### src/rtl/johnson_decoder.sv
// Johnson-code decoder with lock tracking.
// Decodes an N-bit twisted-ring code into a binary index, flags illegal
// patterns, and runs a HUNT/TRACK/LOCKED tracker over successive samples.
// Ports:
//   clk, rst_n   clock and asynchronous active-low reset
//   sync_clr     synchronous clear of tracker state and error counter
//   code_valid   code_in is sampled this cycle
//   code_in      N-bit Johnson code
//   idx          decoded index of the last sample (IW bits)
//   idx_valid    one-cycle pulse when idx/legal were updated
//   legal        last sample matched a legal pattern
//   locked       tracker is in LOCKED
//   err_pulse    one-cycle error flag aligned with idx_valid
//   err_count    saturating 8-bit error count
module johnson_decoder #(
    parameter int unsigned N        = 4,
    parameter int unsigned LOCK_CNT = 4,
    localparam int unsigned IW      = $clog2(2 * N)
) (
    input  logic          clk,
    input  logic          rst_n,
    input  logic          sync_clr,
    input  logic          code_valid,
    input  logic [N-1:0]  code_in,
    output logic [IW-1:0] idx,
    output logic          idx_valid,
    output logic          legal,
    output logic          locked,
    output logic          err_pulse,
    output logic [7:0]    err_count
);

    localparam int unsigned PW = IW + 1;
    localparam int unsigned CW = 4;

    typedef enum logic [1:0] {
        HUNT   = 2'd0,
        TRACK  = 2'd1,
        LOCKED = 2'd2
    } state_e;

    state_e          state_q, state_d;
    logic [IW-1:0]   prev_q, prev_d;
    logic [CW-1:0]   good_cnt_q, good_cnt_d;
    logic [IW-1:0]   idx_q, idx_d;
    logic            idx_valid_q, idx_valid_d;
    logic            legal_q, legal_d;
    logic            locked_q, locked_d;
    logic            err_q, err_d;
    logic [7:0]      err_cnt_q, err_cnt_d;

    logic [PW-1:0]   pop_c;
    logic [IW-1:0]   idx_raw_c;
    logic            legal_raw_c;
    logic [IW-1:0]   prev_next_c;
    logic            good_c;
    logic            hold_c;

    // Legal pattern for index k: top k ones (k<=N), else top k-N zeros over ones.
    function automatic logic [N-1:0] pattern(input logic [IW-1:0] k);
        logic [N-1:0] p;
        int           ki;
        int           nn;
        ki = int'(k);
        nn = int'(N);
        p  = '0;
        for (int b = 0; b < nn; b++) begin
            if (ki <= nn) p[b] = (b >= nn - ki);
            else          p[b] = (b < 2 * nn - ki);
        end
        return p;
    endfunction

    // Decode: ones-filling half indexes by popcount, draining half by 2N - popcount.
    always_comb begin
        pop_c = '0;
        for (int b = 0; b < int'(N); b++) begin
            pop_c = pop_c + PW'(code_in[b]);
        end
        if (code_in[N-1] || (code_in == '0)) idx_raw_c = IW'(pop_c);
        else                                 idx_raw_c = IW'(PW'(2 * N) - pop_c);
        legal_raw_c = (code_in == pattern(idx_raw_c));
    end

    // Step classification against the last stored legal index (wraps 2N-1 -> 0).
    always_comb begin
        prev_next_c = (prev_q == IW'(2 * N - 1)) ? '0 : prev_q + IW'(1);
        good_c      = (idx_raw_c == prev_next_c);
        hold_c      = (idx_raw_c == prev_q);
    end

    // Next-state and output logic.
    always_comb begin
        state_d     = state_q;
        prev_d      = prev_q;
        good_cnt_d  = good_cnt_q;
        idx_d       = idx_q;
        legal_d     = legal_q;
        idx_valid_d = 1'b0;
        err_d       = 1'b0;
        err_cnt_d   = err_cnt_q;

        if (sync_clr) begin
            state_d    = HUNT;
            prev_d     = '0;
            good_cnt_d = '0;
            err_cnt_d  = '0;
        end else if (code_valid) begin
            idx_d       = idx_raw_c;
            legal_d     = legal_raw_c;
            idx_valid_d = 1'b1;
            if (!legal_raw_c) begin
                state_d = HUNT;
                err_d   = 1'b1;
            end else begin
                prev_d = idx_raw_c;
                unique case (state_q)
                    HUNT: begin
                        good_cnt_d = '0;
                        state_d    = TRACK;
                    end
                    TRACK: begin
                        if (good_c) begin
                            good_cnt_d = good_cnt_q + CW'(1);
                            if (good_cnt_q + CW'(1) == CW'(LOCK_CNT)) state_d = LOCKED;
                        end else if (!hold_c) begin
                            good_cnt_d = '0;
                            err_d      = 1'b1;
                        end
                    end
                    LOCKED: begin
                        if (!good_c && !hold_c) begin
                            state_d    = TRACK;
                            good_cnt_d = '0;
                            err_d      = 1'b1;
                        end
                    end
                    default: state_d = HUNT;
                endcase
            end
            if (err_d && (err_cnt_q != 8'hFF)) err_cnt_d = err_cnt_q + 8'd1;
        end

        locked_d = (state_d == LOCKED);
    end

    // State and output registers.
    always_ff @(posedge clk or negedge rst_n) begin
        if (!rst_n) begin
            state_q     <= HUNT;
            prev_q      <= '0;
            good_cnt_q  <= '0;
            idx_q       <= '0;
            idx_valid_q <= 1'b0;
            legal_q     <= 1'b0;
            locked_q    <= 1'b0;
            err_q       <= 1'b0;
            err_cnt_q   <= '0;
        end else begin
            state_q     <= state_d;
            prev_q      <= prev_d;
            good_cnt_q  <= good_cnt_d;
            idx_q       <= idx_d;
            idx_valid_q <= idx_valid_d;
            legal_q     <= legal_d;
            locked_q    <= locked_d;
            err_q       <= err_d;
            err_cnt_q   <= err_cnt_d;
        end
    end

    assign idx       = idx_q;
    assign idx_valid = idx_valid_q;
    assign legal     = legal_q;
    assign locked    = locked_q;
    assign err_pulse = err_q;
    assign err_count = err_cnt_q;

endmodule

### config.mk
export PLATFORM = sky130hd
export DESIGN_NAME = johnson_decoder
export DESIGN_NICKNAME = d
export VERILOG_FILES = /design/src/rtl/johnson_decoder.sv
export SDC_FILE = /design/constraint.sdc
export NUM_CORES = 1
export LEC_CHECK = 0
export ABC_AREA = 1
export BUFFER_PORTS_ARGS = -buffer_cell sky130_fd_sc_hd__buf_2
export CORE_UTILIZATION = 63
export DETAILED_ROUTE_END_ITERATION = 8
export GPL_TIMING_DRIVEN = 0
export PLACE_DENSITY = 0.85
export SLEW_MARGIN = 15
export SYNTH_ARGS = -nofsm -noshare
export SYNTH_HDL_FRONTEND = slang
export SYNTH_SLANG_ARGS = --single-unit
### constraint.sdc
create_clock -name clk -period 3.8 [get_ports clk]
set_input_delay 0.19 -clock clk [delete_from_list [all_inputs] [get_ports clk]]
set_output_delay 0.19 -clock clk [all_outputs]
set_load 0.02 [all_outputs]
==> results by group, run 1 <==
Setup path
  • Crit-path cells: buf_2 > fa_1 > ha_1 > clkinvlp_4 > ha_1 > nand3_2 > nand2_2 > inv_2 > ha_1 > inv_1 > ha_1 > inv_1 > o211ai_1 > nand3_1 > nand2_2 > nand4_4 > nand2_4 > nand3_2 > nand2_1
  • Crit-path slowest cell: fa_1
  • Worst stage delay on the critical path: 0.49 ns
  • Crit path DAT: 3.83 ns
  • Worst Path Buf+Inv: 5
  • Worst setup EP type: flop
  • WP data required: 4.05 ns
  • CP Launch Type: input port
  • Most frequent CP cell: ha_1
  • Critical path type: in -> reg
  • Crit path max-delay family: adder cells
  • Critical path peak fanout: 10

Floorplanning
  • Number of cell rows: 20
  • Initial Util: 0.661
  • Die area: between 0.003 and 0.004 sq mm
  • Die Height: 58.6 um
  • Die Wd: 58.6 um
  • # IOs: 23
  • CORE AREA: between 0.003 and 0.004 sq mm

Min path
  • Hold Crit Class: in -> reg

Clocking
  • CTS tree: built
  • Root buffer cell: clkbuf_4
  • H-tree depth: 1
  • Clock transition at the registers of the reported paths: about 0.13 ns
  • Max Buffers Root-to-Sink: 2
  • Num CTS Buffers: 3
  • Num Clock Sinks: 24
  • Worst-skew pair later-pin latency: around 0.32 ns

GRT
  • Total congestion overflow: 0
  • GR Util All Layers: 0.234
  • Number of global-route vias before repair: between 1500 and 2000
  • Initial antenna violation count: 0
  • First-pass GRT wire length: about 6200 um
  • Largest net degree at the start of global routing: 25

Timing
  • Worst slew margin: 0.391
  • Endpoints failing hold: 0
  • Fin. max-slew vios: 0
  • Post-layout min period: 3.58 ns
  • Clk_skew: ~0.014 ns
  • Max frequency: 279 MHz
  • Endpoints failing setup: 0
  • Hold_ws: ~0.17 ns
  • Slew at the pin closest to its max-slew limit: 0.909 ns
  • Final Cycle Share: 0.943

Finish
  • Share of cells above drive strength 1: 0.282
  • Nets@finish: 314
  • Util after Layout: 0.744
  • Synthesis-to-finish area growth: 12.5%
  • Finished Cell Area: between 0.002 and 0.0025 sq mm
  • # diodes: 0

Status
  • Run status: complete, no violations

Drt
  • Final wirelength: about 3800 um
  • Drt wl/cell: roughly 12 um
  • DRC viols: 0
  • Iter 0 DRT Violations: 52
  • First-pass iteration count of the detailed router: 4
  • Total vias in the final route: about 1700
  • Vias/cell: between 5 and 6
  • Routed Antenna Nets: 0

Placed design
  • HPWL after DPL: around 3000 um
  • PortBufs: 22
  • GP Congestion: around 0.89
  • Cell Area, Placed: 0.00218 sq mm

Power and ir drop
  • Worst IR Drop VDD: 242 uV
  • Leakage: 1.24 nW
  • Pwr/cell area: between 300 and 400 mW/mm^2

Synthesis
  • Synth warn: 0
  • Mapped Nets: 281
  • Post-Syn Area: about 0.002 sq mm
  • Post-Syn Area per Cell: 7.92 sq um
  • Cells after Synth: about 260
  • Netlist cell types: 31
  • Synthesis-stage register bit count: 24
  • Seq/Total Area, Yosys: 0.297

Run
  • Max_cap viols: 0
## per-stage QoR
stage / power, mW / instances / worst slack, ns / TNS (ns)
2_1_floorplan: 0.583 / 255 / 0.416 / 0
5_1_grt: 0.862 / 331 / -0.00398 / -0.00398
4_1_cts: 0.792 / 326 / 0.147 / 0
3_3_place_gp: 0.650 / 321 / -0.103 / -1.40
6_report: 0.808 / 331 / 0.217 / 0
3_5_place_dp: 0.658 / 321 / -0.164 / -2.47
## path summary, 6_finish.rpt
check | cells after the start | slack (ns) | endpoint | from
worst min-delay path | 4 | 0.17 | state_q[0]$_DFF_PN0_ | code_valid
max in group asynchronous | 2 | 3.07 | idx[0]$_DFFE_PN0P_ | rst_n
worst min register to register | 1 | 0.52 | idx[1]$_DFFE_PN0P_ | idx[1]$_DFFE_PN0P_
worst max-delay path | 19 | 0.22 | err_count[6]$_DFFE_PN0P_ | code_in[0]
worst max register to register | 14 | 1.46 | err_count[6]$_DFFE_PN0P_ | prev_q[0]$_DFFE_PN0P_
min in group asynchronous | 2 | 0.37 | good_cnt_q[0]$_DFFE_PN0P_ | rst_n
## registers in the layout (all words and copies together), names as in the netlist
register and count:
err_count 8, good_cnt_q 4, idx 3, prev_q 3, state_q 2, err_pulse 1
idx_valid 1, legal 1, locked 1
## layer usage
layer  global-route usage  part of all wire
met5                    0                 0
met4               0.0578            0.0060
met3               0.0264             0.035
met2                0.419              0.47
met1                0.303              0.49
## cell type report
cell class                 instances  area [sq um]
timing repair buffer              28           158
inverter                          37           143
clock buffer                       4          36.3
buffer                             1          5.00
fill                             253           781
tap                               44          55.1
multi-input combinational        193          1270
sequential                        24           601
## cell families (layout without fill, tap and decap cells)
logic type | count (synthesis) | in the layout | synth area share
and+or+nand+nor | 147 | 147 | 0.413
adders and majority gates | 18 | 18 | 0.115
DFF | 24 | 24 | 0.297
buffers and inverters | 38 | 70 | 0.0713
AOI/OAI and AO/OA | 15 | 15 | 0.0421
muxes | 1 | 1 | 0.00558
xor gates and xnor gates | 12 | 12 | 0.0558
## tightest hold or removal path, cell delays in order
cell and delay, ns:
buf_2 0.09, nor2_1 0.06, nand2_1 0.06, nand2_1 0.07
## synth_stat cells
master | n | share of area
dfrtp_1 | 24 | 0.30
nor2_1 | 13 | 0.024
nor2_2 | 3 | 0.0093
nand4_4 | 1 | 0.011
nor3_1 | 3 | 0.0074
nand2_2 | 13 | 0.040
a21oi_1 | 5 | 0.012
nor3b_1 | 4 | 0.015
xor2_2 | 1 | 0.0081
o211ai_1 | 2 | 0.0074
xnor2_1 | 4 | 0.017
nor2_4 | 1 | 0.0056
inv_2 | 5 | 0.0093
nand2_4 | 5 | 0.028
buf_2 | 1 | 0.0025
nand4_1 | 14 | 0.043
nand2_1 | 57 | 0.11
xor2_1 | 7 | 0.030
nand3_2 | 15 | 0.074
o21ai_1 | 5 | 0.012
or2_2 | 1 | 0.0031
inv_1 | 30 | 0.056
mux2_2 | 1 | 0.0056
o21ai_0 | 1 | 0.0025
clkinv_1 | 2 | 0.0037
nand4_2 | 1 | 0.0062
fa_1 | 1 | 0.0099
ha_1 | 17 | 0.11
nand3_1 | 16 | 0.040
a21oi_2 | 1 | 0.0043
a31oi_1 | 1 | 0.0031
## what timing repair did
action | in CTS | in global routing
gates resized for setup | 0 | 1
endpoints found under the hold margin | 24 | 0
hold buffers | 1 | 0
buffers inserted | 0 | 5
endpoints found under the setup margin | 0 | 18
## cells in the final DEF (no fill, tap or decap), drive strengths merged
cell | netlist | routed
nand2 | 75 | 75
mux2 | 1 | 1
a21oi | 6 | 6
nand3 | 31 | 31
a31oi | 1 | 1
clkinv | 2 | 1
inv | 35 | 35
dlygate4sd3 | 0 | 1
ha | 17 | 17
nor2 | 17 | 17
xnor2 | 4 | 4
nor3b | 4 | 4
or2 | 1 | 1
nand4 | 16 | 16
clkinvlp | 0 | 1
dfrtp | 24 | 24
o21ai | 6 | 6
fa | 1 | 1
nor3 | 3 | 3
xor2 | 8 | 8
o211ai | 2 | 2
clkbuf | 0 | 4
buf | 1 | 28
## report_power, final
group	internal, mW	switching (mW)
registers	0.272	0.0128
logic	0.139	0.250
clock network	0.0586	0.0747
No activity file was read; power rests on OpenSTA's default activity.
==> run 2, diff against run 1 <==
--- a/config.mk
+++ b/config.mk
@@ -7,10 +7,11 @@
 export LEC_CHECK = 0
 export ABC_AREA = 1
 export BUFFER_PORTS_ARGS = -buffer_cell sky130_fd_sc_hd__buf_2
-export CORE_UTILIZATION = 63
+export CORE_UTILIZATION = 65
+export CTS_BUF_LIST = sky130_fd_sc_hd__clkbuf_2 sky130_fd_sc_hd__clkbuf_4 sky130_fd_sc_hd__clkbuf_8
 export DETAILED_ROUTE_END_ITERATION = 8
 export GPL_TIMING_DRIVEN = 0
-export PLACE_DENSITY = 0.85
+export PLACE_DENSITY = 0.87
 export SLEW_MARGIN = 15
 export SYNTH_ARGS = -nofsm -noshare
 export SYNTH_HDL_FRONTEND = slang
==> results by group, run 2 (synthesized netlist as in run 1, its figures left out) <==
Clocking
  • Num CTS Buffers: 3 (unchanged)
  • Clock transition at the registers of the reported paths: 0.13 ns (about the same)
  • Max Buffers Root-to-Sink: 2 (unchanged)
  • H-tree depth: 1 (unchanged)
  • CTS tree: built
  • Root buffer cell: clkbuf_4
  • Num Clock Sinks: 24 (unchanged)
  • Worst-skew pair later-pin latency: 0.32 ns (about the same)

Placed design
  • Placed insts: 308 (-4.0%)
  • HPWL after DPL: 3250 um (+9.5%)
  • GP Congestion: 0.881 (-1.0%)
  • Cell Area, Placed: 0.00217 sq mm (-0.74%)
  • PortBufs: 22 (unchanged)
  • Worst slack, placed: -0.308 ns (-0.144 ns)

Finish
  • Share of cells above drive strength 1: 0.278 (-0.00406)
  • Fill cells: 231 (-8.7%)
  • Area used by multi-input combinational logic: 0.00128 sq mm (+0.20%)
  • Finished Cell Area: 0.00225 sq mm (-0.88%)
  • # diodes: 0 (unchanged)
  • Post-route insts no fill: 315 (-4.8%)
  • Commonest cells after routing, fill and taps aside: nand2_1, inv_1, dfrtp_1
  • Nets@finish: 311 (-0.96%)
  • Max FFs per register: 8 (unchanged)
  • Sequential cell area: 601 sq um (unchanged)
  • Most common cell after layout, fill and taps aside: nand2_1
  • Synthesis-to-finish area growth: 11.5%

Timing
  • Final WS setup: 0.186 ns (-0.0317 ns)
  • Slew at the pin closest to its max-slew limit: 0.894 ns (-0.0150 ns)
  • Hold_ws: 0.160 ns (-0.0139 ns)
  • Worst slew margin: 0.401 (+0.0100)
  • Post-layout min period: 3.61 ns (+0.0317 ns)
  • Endpoints failing setup: 0 (unchanged)
  • Final Cycle Share: 0.951 (+0.00833)
  • Clk_skew: 0.00283 ns (-0.0114 ns)
  • Max frequency: 277 MHz (-0.88%)
  • Endpoints failing hold: 0 (unchanged)
  • Fin. max-slew vios: 0 (unchanged)

Drt
  • Iter 0 DRT Violations: 77 (+48%)
  • Total vias in the final route: 1813 (+4.2%)
  • DRC viols: 0 (unchanged)
  • Met3 WL: 148 um (+9.6%)
  • Vias/cell: 5.76 (+9.5%)
  • First-pass iteration count of the detailed router: 4 (unchanged)
  • Met2 wire len: 2210 um (+23%)
  • M1 wire length: 1990 um (+5.4%)
  • Top sig layer: met4
  • Drt wl/cell: 14.0 um (+20%)
  • Final wirelength: 4410 um (+15%)
  • Routed Antenna Nets: 0 (unchanged)

Floorplanning
  • # IOs: 23 (unchanged)
  • Number of cell rows: 19 (-5.0%)
  • Initial Util: 0.708 (+0.0464)
  • Die Wd: 57.7 um (-1.5%)
  • CORE AREA: 0.00285 sq mm (-6.6%)
  • Die Height: 57.7 um (-1.5%)
  • Die area: 0.00333 sq mm (-3.0%)

Status
  • Run status: complete, no violations

GRT
  • First-pass GRT wire length: 7520 um (+20%)
  • GR Util All Layers: 0.294 (+0.0601)
  • Number of global-route vias before repair: 1734 (+12%)
  • Initial antenna violation count: 0 (unchanged)
  • Total congestion overflow: 0 (unchanged)
  • Largest net degree at the start of global routing: 25 (unchanged)

Setup path
  • R2R cell count: 14 (unchanged)
  • Worst Path Buf+Inv: 5 (unchanged)
  • Crit path DAT: 3.88 ns (+0.05 ns)
  • CP Launch Type: input port
  • WP data required: 4.06 ns (about the same)
  • Critical path peak fanout: 10 (unchanged)
  • Crit-path cells: buf_2 > fa_1 > ha_1 > clkinvlp_4 > ha_1 > nand3_2 > nand2_2 > inv_2 > ha_2 > inv_1 > ha_1 > inv_1 > o211ai_1 > nand3_1 > nand2_2 > nand4_4 > nand2_4 > nand3_2 > nand2_1
  • Most frequent CP cell: ha_1
  • Critical path type: in -> reg
  • Crit path depth: 19 (unchanged)
  • Crit path max-delay family: adder cells
  • Worst setup EP type: flop
  • Crit-path slowest cell: fa_1
  • Worst stage delay on the critical path: 0.47 ns (-0.02 ns)

Min path
  • Hold Path Depth: 3 (-1)
  • Hold Crit Class: in -> reg

Power and ir drop
  • Overall Power: 0.865 mW (+7.0%)
  • Worst IR Drop VDD: 311 uV (+28%)
  • Leakage: 1.23 nW (-0.73%)
  • Pwr/cell area: 384 mW/mm^2 (+8.0%)

Run
  • Max_cap viols: 0 (unchanged)
## run 2: layout make-up
class,instances,share of cell area
Sequential cell,24,0.267
Buffer,1,0.00222
Multi-Input combinational cell,193,0.567
Clock buffer,3,0.0100
Inverter,37,0.0633
Tap cell,31,0.0172
Clock inverter,1,0.0133
Timing Repair Buffer,25,0.0600
## run 2: worst paths after layout
path / from / endpoint / slack [ns]
max in group asynchronous: rst_n / err_count[0]$_DFFE_PN0P_ / 3.06
max: code_in[0] / err_count[2]$_DFFE_PN0P_ / 0.19
min in group asynchronous: rst_n / good_cnt_q[0]$_DFFE_PN0P_ / 0.39
max reg2reg: prev_q[0]$_DFFE_PN0P_ / err_count[2]$_DFFE_PN0P_ / 1.48
min: sync_clr / legal$_DFFE_PN0P_ / 0.16
min reg2reg: good_cnt_q[3]$_DFFE_PN0P_ / good_cnt_q[3]$_DFFE_PN0P_ / 0.52
## run 2: per-layer routing
metal / vias up / global-route usage
li1: 893 / -
met1: 864 / 0.380
met2: 50 / 0.512
met3: 6 / 0.0513
met4: 0 / 0.0782
met5: - / 0
## run 2: what timing repair did
| action | CTS | global route |
|---|---|---|
| hold buffers | 1 | 0 |
| resized for setup | 0 | 2 |
| buffers inserted | 0 | 2 |
| hold endpoints to repair | 24 | 0 |
| setup endpoints to repair | 0 | 20 |
## run 2: per-stage QoR
| step | util | TNS, ns |
|---|---|---|
| after floorplan | - | 0 |
| after global placement | 0.760 | -3.03 |
| after detailed placement | 0.760 | -5.24 |
| after CTS | 0.782 | 0 |
| after global routing | 0.789 | -0.199 |
| final | 0.789 | 0 |
## run 2: where the power goes
group          switching, mW  internal [mW]
clock                 0.0792          0.107
combinational          0.259          0.133
sequential            0.0146          0.272
## run 2: worst register-to-register path, stage by stage, from the launching register on
cell and delay [ns]:
dfrtp_1 0.44, ha_1 0.21, ha_1 0.17, nor2_1 0.13, xor2_1 0.18, nand2_1 0.08, nor2_2 0.14, nand2_2 0.11
nand2_2 0.09, nor2_1 0.05, nand2_2 0.08, nand4_4 0.22, nand2_4 0.21, nand3_2 0.08, nand2_1 0.07
